`src/rtl/spi_pkg.sv`:
```
// Shared SPI definitions: master FSM states and the command/response widths used by both link ends.
package spi_pkg;

  localparam int SPI_CMD_WIDTH = 56;
  localparam int SPI_RSP_WIDTH = 48;

  typedef enum logic [2:0] {
    IDLE,
    SETUP,
    HIGH,
    LOW,
    HOLD,
    GAP
  } spi_master_state_t;

  function automatic int max4(input int a, input int b, input int c, input int d);
    int m;
    m = a;
    if (b > m) m = b;
    if (c > m) m = c;
    if (d > m) m = d;
    return m;
  endfunction

endpackage

```
`src/rtl/spi_phase_timer.sv`:
```
// Loadable down-counter that saturates at zero; tc is high while the count is zero.
module spi_phase_timer #(
  parameter int WIDTH = 3
) (
  input  logic             clk,
  input  logic             nrst,
  input  logic             load,
  input  logic [WIDTH-1:0] load_value,
  output logic             tc
);

  logic [WIDTH-1:0] count_reg;

  always_ff @(posedge clk or negedge nrst) begin
    if (!nrst) begin
      count_reg <= '0;
    end else if (load) begin
      count_reg <= load_value;
    end else if (count_reg != '0) begin
      count_reg <= count_reg - WIDTH'(1);
    end
  end

  assign tc = (count_reg == '0);

endmodule

```
`src/rtl/sync_sig.sv`:
```
// Two-flop synchroniser for a single asynchronous input bit.
module sync_sig (
  input  logic clk,
  input  logic nrst,
  input  logic d,
  output logic q
);

  logic meta_reg;
  logic q_reg;

  always_ff @(posedge clk or negedge nrst) begin
    if (!nrst) begin
      meta_reg <= 1'b0;
      q_reg    <= 1'b0;
    end else begin
      meta_reg <= d;
      q_reg    <= meta_reg;
    end
  end

  assign q = q_reg;

endmodule

```
`src/rtl/spi_master_iff.sv`:
```
// SPI mode-0 master, one fixed-length frame per start request.
// Optional feature: define SPI_MASTER_LOOPBACK_EN to add the loopback port (internal MOSI->RX).
module spi_master_iff
  import spi_pkg::*;
#(
  parameter int TX_WIDTH = SPI_CMD_WIDTH,
  parameter int RX_WIDTH = SPI_RSP_WIDTH,
  parameter int CLK_DIV  = 8,
  parameter int SS_SETUP = 8,
  parameter int SS_HOLD  = 8,
  parameter int SS_GAP   = 8
) (
  input  logic                clk,
  input  logic                nrst,
  input  logic                start,
  input  logic [TX_WIDTH-1:0] tx_data,
  output logic                busy,
  output logic                done,
  output logic [RX_WIDTH-1:0] rx_data,
  output logic                spi_clk,
  output logic                spi_ss,
  output logic                spi_mosi,
  input  logic                spi_miso
`ifdef SPI_MASTER_LOOPBACK_EN
  ,
  input  logic                loopback
`endif
);

  localparam int PH_W = $clog2(max4(CLK_DIV, SS_SETUP, SS_HOLD, SS_GAP));
  localparam int BC_W = $clog2(TX_WIDTH + 1);
  localparam int RC_W = $clog2(RX_WIDTH + 1);

  if (TX_WIDTH < 2) begin : g_chk_tx
    $error("TX_WIDTH must be >= 2");
  end
  if (RX_WIDTH < 1 || RX_WIDTH > TX_WIDTH) begin : g_chk_rx
    $error("RX_WIDTH must be in 1..TX_WIDTH");
  end
  if (CLK_DIV < 8) begin : g_chk_div
    $error("CLK_DIV must be >= 8");
  end
  if (SS_SETUP < 4) begin : g_chk_setup
    $error("SS_SETUP must be >= 4");
  end
  if (SS_HOLD < 1) begin : g_chk_hold
    $error("SS_HOLD must be >= 1");
  end
  if (SS_GAP < 4) begin : g_chk_gap
    $error("SS_GAP must be >= 4");
  end

  spi_master_state_t state_reg, state_next;

  logic                tc;
  logic                load;
  logic [PH_W-1:0]     load_value;
  logic                accept, rise, fall, last_fall, finish;
  logic                lb_in, lb_reg, lb_next;
  logic                spi_clk_next, spi_ss_next, busy_next;
  logic                miso_sync, rx_bit;
  logic                spi_clk_reg, spi_ss_reg, mosi_reg, busy_reg, done_reg;
  logic [TX_WIDTH-1:0] tx_shift_reg;
  logic [RX_WIDTH-1:0] rx_shift_reg, rx_data_reg;
  logic [BC_W-1:0]     bit_cnt_reg;
  logic [RC_W-1:0]     rx_cnt_reg;

`ifdef SPI_MASTER_LOOPBACK_EN
  assign lb_in = loopback;
`else
  assign lb_in = 1'b0;
`endif

  sync_sig u_miso_sync (
    .clk  (clk),
    .nrst (nrst),
    .d    (spi_miso),
    .q    (miso_sync)
  );

  spi_phase_timer #(.WIDTH(PH_W)) u_timer (
    .clk        (clk),
    .nrst       (nrst),
    .load       (load),
    .load_value (load_value),
    .tc         (tc)
  );

  always_ff @(posedge clk or negedge nrst) begin
    if (!nrst) state_reg <= IDLE;
    else       state_reg <= state_next;
  end

  // Each phase loads the timer with duration-1 on entry and leaves when it reaches zero.
  always_comb begin
    state_next = state_reg;
    load       = 1'b0;
    load_value = '0;
    accept     = 1'b0;
    rise       = 1'b0;
    fall       = 1'b0;
    last_fall  = 1'b0;
    finish     = 1'b0;
    case (state_reg)
      IDLE: if (start) begin
        state_next = SETUP;
        load       = 1'b1;
        load_value = PH_W'(SS_SETUP - 1);
        accept     = 1'b1;
      end
      SETUP, LOW: if (tc) begin
        state_next = HIGH;
        load       = 1'b1;
        load_value = PH_W'(CLK_DIV - 1);
        rise       = 1'b1;
      end
      HIGH: if (tc) begin
        load = 1'b1;
        if (bit_cnt_reg == BC_W'(TX_WIDTH)) begin
          state_next = HOLD;
          load_value = PH_W'(SS_HOLD - 1);
          last_fall  = 1'b1;
        end else begin
          state_next = LOW;
          load_value = PH_W'(CLK_DIV - 1);
          fall       = 1'b1;
        end
      end
      HOLD: if (tc) begin
        state_next = GAP;
        load       = 1'b1;
        load_value = PH_W'(SS_GAP - 1);
        finish     = 1'b1;
      end
      GAP: if (tc) state_next = IDLE;
      default: state_next = IDLE;
    endcase

    lb_next      = accept ? lb_in : lb_reg;
    busy_next    = (state_next != IDLE);
    spi_clk_next = (state_next == HIGH) && !lb_next;
    spi_ss_next  = lb_next || !(state_next inside {SETUP, HIGH, LOW, HOLD});
  end

  // In loopback the bit on internal MOSI at the rising-edge cycle is the one the slave would see.
  assign rx_bit = lb_reg ? mosi_reg : miso_sync;

  always_ff @(posedge clk or negedge nrst) begin
    if (!nrst) begin
      spi_clk_reg  <= 1'b0;
      spi_ss_reg   <= 1'b1;
      mosi_reg     <= 1'b0;
      busy_reg     <= 1'b0;
      done_reg     <= 1'b0;
      lb_reg       <= 1'b0;
      tx_shift_reg <= '0;
      rx_shift_reg <= '0;
      rx_data_reg  <= '0;
      bit_cnt_reg  <= '0;
      rx_cnt_reg   <= '0;
    end else begin
      spi_clk_reg <= spi_clk_next;
      spi_ss_reg  <= spi_ss_next;
      busy_reg    <= busy_next;
      done_reg    <= finish;
      lb_reg      <= lb_next;
      if (accept) begin
        tx_shift_reg <= tx_data;
        mosi_reg     <= tx_data[TX_WIDTH-1];
        bit_cnt_reg  <= '0;
        rx_cnt_reg   <= '0;
        rx_shift_reg <= '0;
      end
      if (rise) begin
        if (bit_cnt_reg != BC_W'(TX_WIDTH)) bit_cnt_reg <= bit_cnt_reg + BC_W'(1);
        if (rx_cnt_reg != RC_W'(RX_WIDTH)) begin
          rx_shift_reg <= (rx_shift_reg << 1) | RX_WIDTH'(rx_bit);
          rx_cnt_reg   <= rx_cnt_reg + RC_W'(1);
        end
      end
      if (fall) begin
        tx_shift_reg <= tx_shift_reg << 1;
        mosi_reg     <= tx_shift_reg[TX_WIDTH-2];
      end
      if (last_fall) mosi_reg <= 1'b0;
      if (finish)    rx_data_reg <= rx_shift_reg;
    end
  end

  assign spi_clk  = spi_clk_reg;
  assign spi_ss   = spi_ss_reg;
  assign spi_mosi = mosi_reg;
  assign busy     = busy_reg;
  assign done     = done_reg;
  assign rx_data  = rx_data_reg;

endmodule
```
`config.mk`:
```
export PLATFORM = sky130hd
export DESIGN_NAME = spi_master_iff
export DESIGN_NICKNAME = d
export VERILOG_FILES = /design/src/rtl/spi_pkg.sv /design/src/rtl/spi_phase_timer.sv /design/src/rtl/sync_sig.sv /design/src/rtl/spi_master_iff.sv
export SDC_FILE = /design/constraint.sdc
export NUM_CORES = 1
export LEC_CHECK = 0
export ABC_CLOCK_PERIOD_IN_PS = 1860
export BUFFER_PORTS_ARGS = -buffer_cell sky130_fd_sc_hd__buf_2
export CORE_MARGIN = 4
export CORE_UTILIZATION = 51
export DETAILED_ROUTE_END_ITERATION = 6
export PLACE_DENSITY_LB_ADDON = 0.2
export SYNTH_ARGS = -nofsm -noshare
export SYNTH_HDL_FRONTEND = slang
export SYNTH_SLANG_ARGS = --single-unit
```
`constraint.sdc`:
```
create_clock -name clk -period 1.86 [get_ports clk]
set_input_delay 0.186 -clock clk [delete_from_list [all_inputs] [get_ports clk]]
set_output_delay 0.186 -clock clk [all_outputs]
set_load 0.005 [all_outputs]
```
Yosys cells after proc, flatten, opt, wreduce, memory -nomap -nowiden
Cells that the tools add are included.
{"block": "classes", "addsub": 3, "mul": 0, "div": 0, "order_cmp": 0, "eq_ne": 12, "n_shift": 0, "mux": 40, "bitwise_logic": 1, "reduce_logical": 14}
{"op": "$mux 48", "count": 3}
{"op": "$mux 55", "count": 2}
{"op": "$or 48x1->48", "count": 1}
{"op": "$mux 6", "count": 6}
{"op": "$mux 3", "count": 10}
{"op": "$mux 1", "count": 16}
{"op": "$pmux 3 s5", "count": 1}
{"op": "$add 6x1->6 const B", "count": 2}
{"op": "$eq 3x2->1 const B", "count": 4}
{"op": "$ne 6x6->1 const B", "count": 2}
{"op": "$eq 3x3->1 const B", "count": 3}
{"op": "$reduce_bool 3->1", "count": 3}
{"op": "$eq 3x1->1 const B", "count": 2}
{"op": "$eq 6x6->1 const B", "count": 1}
{"op": "$logic_not 3->1", "count": 2}
{"op": "$pmux 3 s2", "count": 1}
{"op": "$reduce_bool 2->1", "count": 2}
{"op": "$reduce_bool 4->1", "count": 1}
{"op": "$reduce_or 4->1", "count": 1}
{"op": "$sub 3x1->3 const B", "count": 1}
{"op": "$logic_not 1->1", "count": 2}
{"op": "$pmux 1 s2", "count": 1}
{"op": "$reduce_or 2->1", "count": 1}
{"op": "$logic_and 1x1->1", "count": 1}
{"op": "$logic_or 1x1->1", "count": 1}
{"block": "word_totals", "reg_bits": 177, "latch_bits": 0, "mem_bits_rw": 0, "rom_bits": 0, "in_bits": 60, "out_inout_bits": 53, "elab_cells": 85, "memories": 0}

Longest topological paths before layout
{"block": "depth", "ltp_word": 8, "mapped_depth": 9, "ltp_nobuf": 7}

Cells and area by module
Synthesis repeated with hierarchy kept, for this count alone.
{"block": "unflattened", "cells_unflattened": 726, "area_unflattened_um2": 8002.7}
{"mod": "spi_master_iff", "n_inst": 1, "cells_each": 703, "area_each_um2": 7751.2}
{"mod": "spi_phase_timer", "n_inst": 1, "cells_each": 21, "area_each_um2": 201.4}
{"mod": "sync_sig", "n_inst": 1, "cells_each": 2, "area_each_um2": 50.0}

Least setup slack after synthesis
OpenSTA, ideal clock, no wires.
{"block": "synth_timing", "kind": "register to register", "from": "register u_timer.count_reg[0]", "to": "register rx_data_reg[27] (netlist: rx_data[27])", "setup_ns": 0.117, "t_arrival_ns": 1.696, "t_required_ns": 1.743, "setup_slack_ns": 0.047, "path_stages_with_launch": 9, "period_less_slack_ns": 1.813, "path_cell_list": "dfrtp_1 inv_1 ha_1 nor2b_1 nand2_1 clkbuf_1 clkbuf_1 nand2_1 nand2_1"}
{"block": "synth_via", "elab_chain_cells": 3}
{"item": "start, declared", "line_no": "spi_phase_timer.sv:12", "rtl": "logic [WIDTH-1:0] count_reg;"}
{"item": "start signal, assigned", "line_no": "spi_phase_timer.sv:18", "rtl": "count_reg <= load_value;"}
{"item": "start signal, assigned", "line_no": "spi_phase_timer.sv:20", "rtl": "count_reg <= count_reg - WIDTH'(1);"}
{"item": "$logic_not 3->1", "line_no": "spi_phase_timer.sv:24", "rtl": "assign tc = (count_reg == '0);"}
{"item": "$mux 1", "line_no": "spi_master_iff.sv:129", "rtl": "HOLD: if (tc) begin"}
{"item": "$mux 1", "line_no": "spi_master_iff.sv:104", "rtl": "case (state_reg)"}
{"item": "end signal, assigned", "line_no": "spi_master_iff.sv:186", "rtl": "if (finish) rx_data_reg <= rx_shift_reg;"}
{"item": "end, declared", "line_no": "spi_master_iff.sv:64", "rtl": "logic [RX_WIDTH-1:0] rx_shift_reg, rx_data_reg;"}
Every way passes these cells.
A chain may end at the register's enable or synchronous reset.

Worst setup path after layout
{"block": "layout_timing", "from": "register state_reg[0]", "to": "register tx_shift_reg[11]"}
{"block": "layout_via", "elab_chain_cells": 3}
{"item": "start, declared", "line_no": "spi_master_iff.sv:53", "rtl": "spi_master_state_t state_reg, state_next;"}
{"item": "start signal, assigned", "line_no": "spi_master_iff.sv:91", "rtl": "else state_reg <= state_next;"}
{"item": "$eq 3x2->1 / $logic_not 3->1 (equally long branches)", "line_no": "spi_master_iff.sv:104"}
{"item": "$mux 1", "line_no": "spi_master_iff.sv:104"}
{"item": "$mux 55 / $reduce_bool 2->1 (equally long branches)"}
{"item": "end signal, assigned", "line_no": "spi_master_iff.sv:168", "rtl": "tx_shift_reg <= tx_data;"}
{"item": "end signal, assigned", "line_no": "spi_master_iff.sv:182", "rtl": "tx_shift_reg <= tx_shift_reg << 1;"}
{"item": "end, declared", "line_no": "spi_master_iff.sv:63", "rtl": "logic [TX_WIDTH-1:0] tx_shift_reg;"}
Parallel ways exist; a longest one is shown, timed or not.

==> results.json <==
{
  "outcome": "complete, no violations",
  "syn_to_final_growth_pct": 22.88,
  "maxCapViolCount": 0,
  "path_max_fanout": 26,
  "synthSimpleGateAreaFrac": 0.1928,
  "r2r_end": "tx_shift_reg[11]",
  "synth_flop_cell": "dfrtp_1",
  "h-tree-depth": 4,
  "ios": 113,
  "wl_per_cell_um": 14.70,
  "layout_common_cells": "308 x nand2_1, 175 x dfrtp_1, 111 x buf_2",
  "async_reset_ff_frac": 1.000,
  "ys_ff_latch": 177,
  "diodes": 0,
  "r2r-start": "state_reg[0]",
  "synth-compound-area-share": 0.1468,
  "start_kind": "flop",
  "fin_crit_sh": 0.9527,
  "yosys.area_share.adder": 0.01019,
  "start_util": 0.5249,
  "ys_types": 44,
  "fillers": 1168,
  "clk_pin_slew_worst_paths_ns": 0.06,
  "critPathRequiredTime_ns": 2.19,
  "worstSkewPairLatency_ns": 0.42,
  "regArea_um2": 4432,
  "wirelength_um": 16110,
  "hold_violations": 0,
  "cts_buffers": 17,
  "final_core_util": 0.6450,
  "hold_depth": 3,
  "cp-startpoint": "state_reg[0]",
  "fin_worst_skew_ns": 0.008225,
  "grt_pass1_vias": 5514,
  "cts_buffer_depth": 2,
  "comb_power_share": 0.216,
  "drtIter0Drc": 506,
  "min_from": "tx_data[34]",
  "firstDrtPassIters": 5,
  "place.gp.congestion": 0.8196,
  "ys_warn_count": 0,
  "seqPwrFrac": 0.478,
  "largest_reg_flops": 55,
  "drtAntennaViolNets": 0,
  "max_freq_mhz": 564.3,
  "cts_sinks": 177,
  "intPower_uw": 8126,
  "rsz0062_at_grt": "yes",
  "place_area_um2": 8279,
  "worst_slew_pin_slew_ns": 0.5922,
  "syn_area_per_cell_um2": 9.378,
  "slew_headroom": 0.6052,
  "synth_top_family_by_area": "simple AND/OR/NAND/NOR gates",
  "fin_area_um2": 9057,
  "synthesis.instances": 786,
  "grt_pass1_wl_um": 26750,
  "antenna_found_initial": 0,
  "cp.arrival_ns": 2.10,
  "max-vdd-ir-drop_v": 0.0007060,
  "hpwl_um": 10290,
  "syn_area_um2": 7371,
  "ff2ff_path_depth": 6,
  "clockPowerShare": 0.307,
  "holdPathEnd": "tx_shift_reg[34]",
  "root_buffer": "clkbuf_16",
  "route.detailed.drc": 0,
  "synth_xor_area_frac": 0.002377,
  "grt_max_degree": 60,
  "num_rows": 43,
  "dieWidth_um": 128.2,
  "core_area_um2": 14040,
  "power_uw": 11720,
  "switching_power_uw": 3591,
  "dieHeight_um": 128.2,
  "drive_gt1_frac": 0.2063,
  "dieArea_um2": 16440,
  "multi_input_area_um2": 2673,
  "report.final.slew_viol_count": 0,
  "final_common_cell": "nand2_1",
  "synth_edf_count": 0,
  "seq_area_frac_synth": 0.6011,
  "p_leak_uw": 0.004490,
  "tritoncts": "built",
  "dr_total_vias": 5779,
  "ff2ff_setup_slack_ns": 0.09,
  "fin_tns_setup_ns": 0,
  "port_buffers": 112,
  "grt_overflow": 0,
  "synthMuxAreaShare": 0.005602,
  "endpoint_kind": "flop",
  "p_per_area_nw_per_um2": 1294,
  "layout.nets": 969,
  "post_drt_via_cell_ratio": 5.273,
  "period_needed_ns": 1.772,
  "setup_viol": 0,
  "track_usage": 0.2001,
  "sw_frac_of_total": 0.3065,
  "syn_nets": 852,
  "crit_type": "flop to flop",
  "hold_class": "primary input to flop"
}
-- layout make-up --
class                      count  area share
inverter                       8    0.003315
clock buffer                  19     0.04780
tap                          180     0.02487
sequential                   177      0.4893
clock inverter                13     0.01796
timing repair buffer         152      0.1217
multi-input combinational    547      0.2951
-- what timing repair did --
item	4_1_cts	5_1_grt
hold buffers	8	0
resized for setup	0	4
buffers inserted	0	2
endpoints found under the hold margin	61	0
setup endpoints to repair	0	57
-- logic make-up after synthesis --
group,count (synthesis)
XOR/XNOR,2
buffers and inverters,62
adder cells (fa/ha/maj),6
AO/OA/AOI/OAI,181
flip-flops,177
AND/OR/NAND/NOR,354
multiplexers,4
-- per-stage QoR --
stage | std cells | worst slack [ns] | hold slack (ns)
floorplan | 786 | 0.04689 | -0.1096
global placement | 1051 | 0.1112 | 0.2014
detailed placement | 1051 | 0.03516 | 0.2142
CTS | 1091 | 0.01771 | 0.00008907
global route | 1096 | -0.01270 | 0.01046
finish | 1096 | 0.08799 | 0.01474
-- routing by layer --
layer  wire (um)  GRT usage
met4         310    0.06679
met2        7534     0.3068
met1        7662     0.2879
met5           0          0
met3         606    0.03875
-- worst max-delay path, cell delays in order (launching register included) --
cell      delay (ns)
dfrtp_2         0.44
or3b_4          0.41
a211oi_4        0.32
buf_12          0.18
buf_12          0.15
a22oi_1         0.08
o21ai_0         0.09
-- worst max path at each step --
| stage | endpoint | depth (start not counted) |
|---|---|---|
| 2_1_floorplan | rx_data[27] | 8 |
| 3_5_place_dp | tx_shift_reg[43] | 6 |
| 5_1_grt | tx_shift_reg[25] | 8 |
| 3_3_place_gp | tx_shift_reg[45] | 6 |
| 4_1_cts | tx_shift_reg[27] | 6 |
| 6_report | tx_shift_reg[11] | 6 |
-- synth_stat cells, types with 2 or more instances --
cell type / number / share of area
nor3_1: 3 / 0.0020
a22o_1: 2 / 0.0024
mux2i_1: 3 / 0.0041
or2_2: 2 / 0.0017
dfrtp_1: 176 / 0.60
a21oi_1: 6 / 0.0041
inv_1: 7 / 0.0036
nand2_1: 309 / 0.16
nand3_1: 11 / 0.0075
clkbuf_1: 34 / 0.017
nor2_1: 12 / 0.0061
o21ai_0: 84 / 0.057
o21ai_1: 27 / 0.018
ha_1: 6 / 0.010
and2_1: 2 / 0.0017
or3b_1: 2 / 0.0024
buf_6: 7 / 0.011
nor2b_1: 2 / 0.0017
a22oi_1: 56 / 0.057
nand4_1: 2 / 0.0017
buf_2: 10 / 0.0068
-- power by group through the flow --
stage | Combinational, uW | Sequential (uW) | Clock (uW)
floorplan | 1700 | 5420 | 0
global placement | 2250 | 5580 | 0
detailed placement | 2400 | 5610 | 0
CTS | 2420 | 5570 | 3670
global route | 2890 | 5710 | 3850
finish | 2530 | 5600 | 3600
Note: power is estimated with default switching activity, not from simulation.
